--- src/rtl/alu_pkg.sv ---
`default_nettype none
// ==========================================================================
// alu_pkg : shared widths, group selects and opcodes for the 4-bit ALU
// Rev 1.0
// ==========================================================================
package alu_pkg;

  localparam int DATA_W = 4;
  localparam int OP_W   = 2;
  localparam int CNT_W  = 8;

  localparam logic [CNT_W-1:0] CNT_MAX = {CNT_W{1'b1}};

  localparam logic GRP_ARITH = 1'b0;
  localparam logic GRP_LOGIC = 1'b1;

  localparam logic [OP_W-1:0] OP_INC = 2'b00;
  localparam logic [OP_W-1:0] OP_NEG = 2'b01;
  localparam logic [OP_W-1:0] OP_ADD = 2'b10;
  localparam logic [OP_W-1:0] OP_SUB = 2'b11;

  localparam logic [OP_W-1:0] OP_AND = 2'b00;
  localparam logic [OP_W-1:0] OP_OR  = 2'b01;
  localparam logic [OP_W-1:0] OP_XOR = 2'b10;
  localparam logic [OP_W-1:0] OP_NOT = 2'b11;

endpackage
`default_nettype wire

--- src/rtl/alu_core.sv ---
`default_nettype none
// ==========================================================================
// alu_core : combinational datapath producing result and Z/C/S flags
// Rev 1.0
// ==========================================================================
module alu_core
  import alu_pkg::*;
(
  input  logic              l,
  input  logic [OP_W-1:0]   op,
  input  logic [DATA_W-1:0] a,
  input  logic [DATA_W-1:0] b,
  output logic [DATA_W-1:0] r,
  output logic              z,
  output logic              c,
  output logic              s
);

  localparam logic [DATA_W:0] ONE = {{DATA_W{1'b0}}, 1'b1};

  logic [DATA_W:0] sum;

  always_comb begin
    sum = '0;
    r   = '0;
    c   = 1'b0;
    s   = 1'b0;
    if (l == GRP_ARITH) begin
      // Every arithmetic op goes through one 5-bit sum so carry/sign come out uniformly
      case (op)
        OP_INC: sum = {1'b0, a} + ONE;
        OP_NEG: sum = {1'b0, ~b} + ONE;
        OP_ADD: sum = {1'b0, a} + {1'b0, b};
        OP_SUB: sum = {1'b0, a} + {1'b0, ~b} + ONE;
      endcase
      r = sum[DATA_W-1:0];
      c = sum[DATA_W];
      s = sum[DATA_W-1];
    end else begin
      case (op)
        OP_AND: r = a & b;
        OP_OR:  r = a | b;
        OP_XOR: r = a ^ b;
        OP_NOT: r = ~a;
      endcase
    end
  end

  assign z = (r == '0);

endmodule
`default_nettype wire

--- src/rtl/alu_unit.sv ---
`default_nettype none
// ==========================================================================
// alu_unit : single-entry valid/ready wrapper around alu_core with a
//            saturating consumed-result counter
// Rev 1.0
// ==========================================================================
module alu_unit
  import alu_pkg::*;
(
  input  logic              clk,
  input  logic              reset_n,
  input  logic              in_valid,
  output logic              in_ready,
  input  logic              l,
  input  logic [OP_W-1:0]   op,
  input  logic [DATA_W-1:0] a,
  input  logic [DATA_W-1:0] b,
  output logic              out_valid,
  input  logic              out_ready,
  output logic [DATA_W-1:0] r,
  output logic              z,
  output logic              c,
  output logic              s,
  output logic [CNT_W-1:0]  done_cnt
);

  localparam logic [0:0] ST_EMPTY = 1'b0;
  localparam logic [0:0] ST_FULL  = 1'b1;

  logic [0:0]        state_q, state_d;
  logic              accept, consume;
  logic [DATA_W-1:0] core_r;
  logic              core_z, core_c, core_s;
  logic [DATA_W-1:0] r_q, r_d;
  logic              z_q, z_d, c_q, c_d, s_q, s_d;
  logic [CNT_W-1:0]  done_cnt_q, done_cnt_d;

  alu_core u_core (
    .l  (l),
    .op (op),
    .a  (a),
    .b  (b),
    .r  (core_r),
    .z  (core_z),
    .c  (core_c),
    .s  (core_s)
  );

  always_ff @(posedge clk or negedge reset_n) begin
    if (!reset_n) begin
      state_q <= ST_EMPTY;
    end else begin
      state_q <= state_d;
    end
  end

  always_comb begin
    state_d = state_q;
    if (accept) begin
      state_d = ST_FULL;
    end else if (consume) begin
      state_d = ST_EMPTY;
    end
  end

  // Pass-through on consume lets a new request enter while the old one leaves
  always_comb begin
    out_valid = (state_q == ST_FULL);
    in_ready  = !out_valid || out_ready;
    accept    = in_valid && in_ready;
    consume   = out_valid && out_ready;
  end

  always_comb begin
    r_d        = r_q;
    z_d        = z_q;
    c_d        = c_q;
    s_d        = s_q;
    done_cnt_d = done_cnt_q;
    if (accept) begin
      r_d = core_r;
      z_d = core_z;
      c_d = core_c;
      s_d = core_s;
    end
    if (consume && (done_cnt_q != CNT_MAX)) begin
      done_cnt_d = done_cnt_q + CNT_W'(1);
    end
  end

  always_ff @(posedge clk or negedge reset_n) begin
    if (!reset_n) begin
      r_q        <= '0;
      z_q        <= 1'b0;
      c_q        <= 1'b0;
      s_q        <= 1'b0;
      done_cnt_q <= '0;
    end else begin
      r_q        <= r_d;
      z_q        <= z_d;
      c_q        <= c_d;
      s_q        <= s_d;
      done_cnt_q <= done_cnt_d;
    end
  end

  assign r        = r_q;
  assign z        = z_q;
  assign c        = c_q;
  assign s        = s_q;
  assign done_cnt = done_cnt_q;

endmodule
`default_nettype wire

--- config.mk ---
export PLATFORM = sky130hd
export DESIGN_NAME = alu_unit
export DESIGN_NICKNAME = d
export VERILOG_FILES = /design/src/rtl/alu_pkg.sv /design/src/rtl/alu_core.sv /design/src/rtl/alu_unit.sv
export SDC_FILE = /design/constraint.sdc
export NUM_CORES = 1
export LEC_CHECK = 0
export BUFFER_PORTS_ARGS = -buffer_cell sky130_fd_sc_hd__clkbuf_2
export CORE_MARGIN = 5
export CORE_UTILIZATION = 53
export CTS_CLUSTER_SIZE = 20
export DETAILED_ROUTE_END_ITERATION = 16
export GPL_ROUTABILITY_DRIVEN = 0
export GPL_TIMING_DRIVEN = 1
export PLACE_DENSITY = 0.75
export SLEW_MARGIN = 20
export SYNTH_ARGS = -nofsm -noshare
export SYNTH_HDL_FRONTEND = slang
export SYNTH_SLANG_ARGS = --single-unit
--- constraint.sdc ---
create_clock -name clk -period 1.9 [get_ports clk]
set_input_delay 0.19 -clock clk [delete_from_list [all_inputs] [get_ports clk]]
set_output_delay 0.19 -clock clk [all_outputs]
set_load 0.02 [all_outputs]
==> impl_metrics.csv <==
group,metric,value,unit
global_routing,first_global_vias,1201,
critical_path,crit_arrival,2130,ps
final_layout,num_antenna_cells,0,
critical_path,crit_buf_inv,3,
sta,hold_ws,166,ps
sta,setup_slack,-6.70,ps
sta,post-route-period-util,100,%
clocking,cts_buffers,3,
final_layout,final_cells,221,
detailed_routing,drc,0,
critical_path,path_cells,"buf_8, inv_6, ha_4, inv_2, fa_1, mux2_4, mux4_2, and4bb_1, a32o_2",
floorplanning,die_x,60.9,um
detailed_routing,first_iter_violations,39,
clocking,clock_latency,280,ps
critical_path,cp-start-kind,"primary input",
floorplanning,initial_core_util,55.4,%
critical_path,cp.required,2120,ps
floorplanning,dieArea,0.00371,sq mm
outcome,violations,"setup timing",
sta,finClkSkew,7.71,ps
critical_path,critPathMaxFanout,2,
synth,synth_area_per_cell,9.60,sq um
detailed_routing,routedWlPerCell,14.3,um
critical_path,slowest_delay,460,ps
sta,finalSetupViolCount,1,
global_routing,grtUsageTotal,18.3,%
clocking,h-tree-depth,1,
sta,worstMarginPinSlew,420,ps
floorplanning,rows,18,
power,peakVddDrop,749,uV
critical_path,cpMaxStageDelayCell,"mux4_2",
sta,min_period,1910,ps
clocking,clkSinkCount,16,
synth,synth_area,0.00137,sq mm
detailed_routing,wl,3.16,mm
critical_path,crit_path_end_kind,"flop",
final_layout,num-nets-final,227,
power,leakage,0.904,nW
sta,tns,-6.70,ps
global_routing,grt_max_degree,18,
synth,ys_ff_latch,16,
placed_design,dp_cells,212,
outcome,status,"finished, violations left",
detailed_routing,ant_nets,0,
global_routing,grt_pass1_wl,5.18,mm
detailed_routing,vias_per_cell,5.43,
clocking,cts_tree,"done",
final_layout,areaGrowthSynthToFinish,27.3,%
sta,fmax,0.524,GHz
global_routing,antenna_found_initial,0,
clocking,clk_pin_slew_worst_paths,90,ps
sta,drv_slew,0,
clocking,cts_max_path_buffers,2,
floorplanning,coreArea,0.00248,sq mm
critical_path,path_delay_family,"multiplexers",
sta,maxSlewHeadroom,71.9,%
detailed_routing,vias,1201,
synth,yosys_warnings,0,
floorplanning,die_height,60.9,um
sta,rsz0062_at_grt,"yes",
floorplanning,ioPinCount,32,
placed_design,hpwlAfterDp,2.60,mm
global_routing,grt.overflow.total,0,
final_layout,drive_gt1_share,34.0,%
power,powerDensity,749,mW/mm^2
run,maxCapViolations,0,
synth,yosysSeqAreaShare,29.2,%
placed_design,io_buffers,31,
final_layout,final_core_util,70.6,%
detailed_routing,firstDrtPassIters,6,
synth,synthDistinctLibCells,38,
synth,synth_nets,178,
placed_design,place_ws,-373,ps
min_path,hold_path_class,"primary input to flop",
synth,netlist_instances,143,
critical_path,path_class,"primary input to flop",
sta,hold_violations,0,
clocking,clock-root-buffer,"clkbuf_4",
==> cell families (layout without fill, tap and decap cells) <==
logic type                 after synthesis  count (layout)  share of synthesized area, %
and+or+nand+nor                         38              38                          14.4
AOI/OAI and AO/OA                       29              29                          13.8
adders and majority gates               20              20                          19.3
buffers and inverters                   18              66                          5.65
DFF                                     16              16                          29.2
xor gates and xnor gates                12              12                          7.66
muxes                                   10              10                          10.0
==> area by class of cell <==
class                      count  area, sq um
tap                           30         37.5
clock buffer                   4         36.3
inverter                      13         53.8
sequential                    16          400
multi-input combinational    109          917
timing repair buffer          49          303
fill                         201          729
==> state kept, by name, indices dropped and copies added (netlist names) <==
name and cells:
s 1, done_cnt 8, r 4, z 1, out_valid 1, c 1
==> per-stage QoR <==
stage / power (mW) / instance area, sq um
2_1_floorplan: 0.872 / 1420
3_3_place_gp: 1.04 / 1640
3_5_place_dp: 1.09 / 1640
4_1_cts: 1.31 / 1720
5_1_grt: 1.40 / 1750
6_report: 1.31 / 1750
==> cell usage in the layout (no fill, tap or decap), types with 4 or more instances in the layout <==
master,n
xnor2_1,10
buf_4,17
and2_1,5
a21oi_1,9
clkbuf_2,30
mux2i_1,4
inv_1,10
nand2b_1,6
ha_1,16
nor2_1,4
nand2_1,12
o21ai_0,5
dfrtp_1,16
==> layer usage <==
metal  vias to the layer above  wire [um]  track usage (%)
met1                       568       1320             23.4
li1                        592          -                -
met2                        35       1610             31.6
met3                         6        168             2.34
met5                         -          0                0
met4                         0         65             6.19
==> what timing repair did <==
action | in CTS | in global routing
pin swaps | 3 | 5
setup buffers | 2 | 2
endpoints found under the setup margin | 1 | 1
resized for setup | 4 | 6
hold buffers | 1 | 0
endpoints found under the hold margin | 16 | 0
==> path summary, 6_finish.rpt <==
path | cells after the start | to | start | slack, ps
max in group asynchronous | 2 | done_cnt[3] | reset_n | 1260
worst min-delay path | 2 | out_valid | in_valid | 170
worst max-delay path | 9 | z | a[0] | -7
worst min register to register | 2 | r[2] | r[2] | 500
min in group asynchronous | 2 | done_cnt[7] | reset_n | 350
worst max register to register | 5 | done_cnt[3] | done_cnt[3] | 110
==> Yosys cell counts <==
master	n	area, sq um
clkbuf_1	1	3.75
nand2_1	12	45.0
nand4_1	2	12.5
mux2_2	1	11.3
xor2_1	2	17.5
fa_1	2	40.0
a31oi_1	1	6.26
a41oi_1	1	8.76
buf_6	1	11.3
nor2b_1	1	6.26
and4bb_1	1	12.5
a21o_1	3	22.5
o21bai_1	1	7.51
mux2_4	2	30.0
mux4_2	2	45.0
buf_2	2	10.0
mux2i_1	4	40.0
nor2_1	4	15.0
a211oi_1	1	7.51
o21ai_1	2	10.0
nand2b_1	6	37.5
xnor2_1	10	87.6
and3_1	2	12.5
a31oi_2	1	12.5
dfrtp_1	16	400
o21ai_0	5	25.0
and2_1	5	31.3
a32o_2	1	11.3
a21oi_1	9	45.0
ha_1	18	225
mux2_1	1	11.3
buf_1	1	3.75
inv_1	13	48.8
a311oi_1	1	8.76
nand3_1	3	15.0
nor3_1	2	10.0
o211ai_1	2	15.0
o221ai_1	1	8.76
==> report_power, final <==
part	internal [mW]	leakage (nW)	switching (mW)
clock network	0.117	0.0210	0.104
logic	0.251	0.684	0.326
registers	0.426	0.198	0.0847
Power figures use the tool's default switching activity.
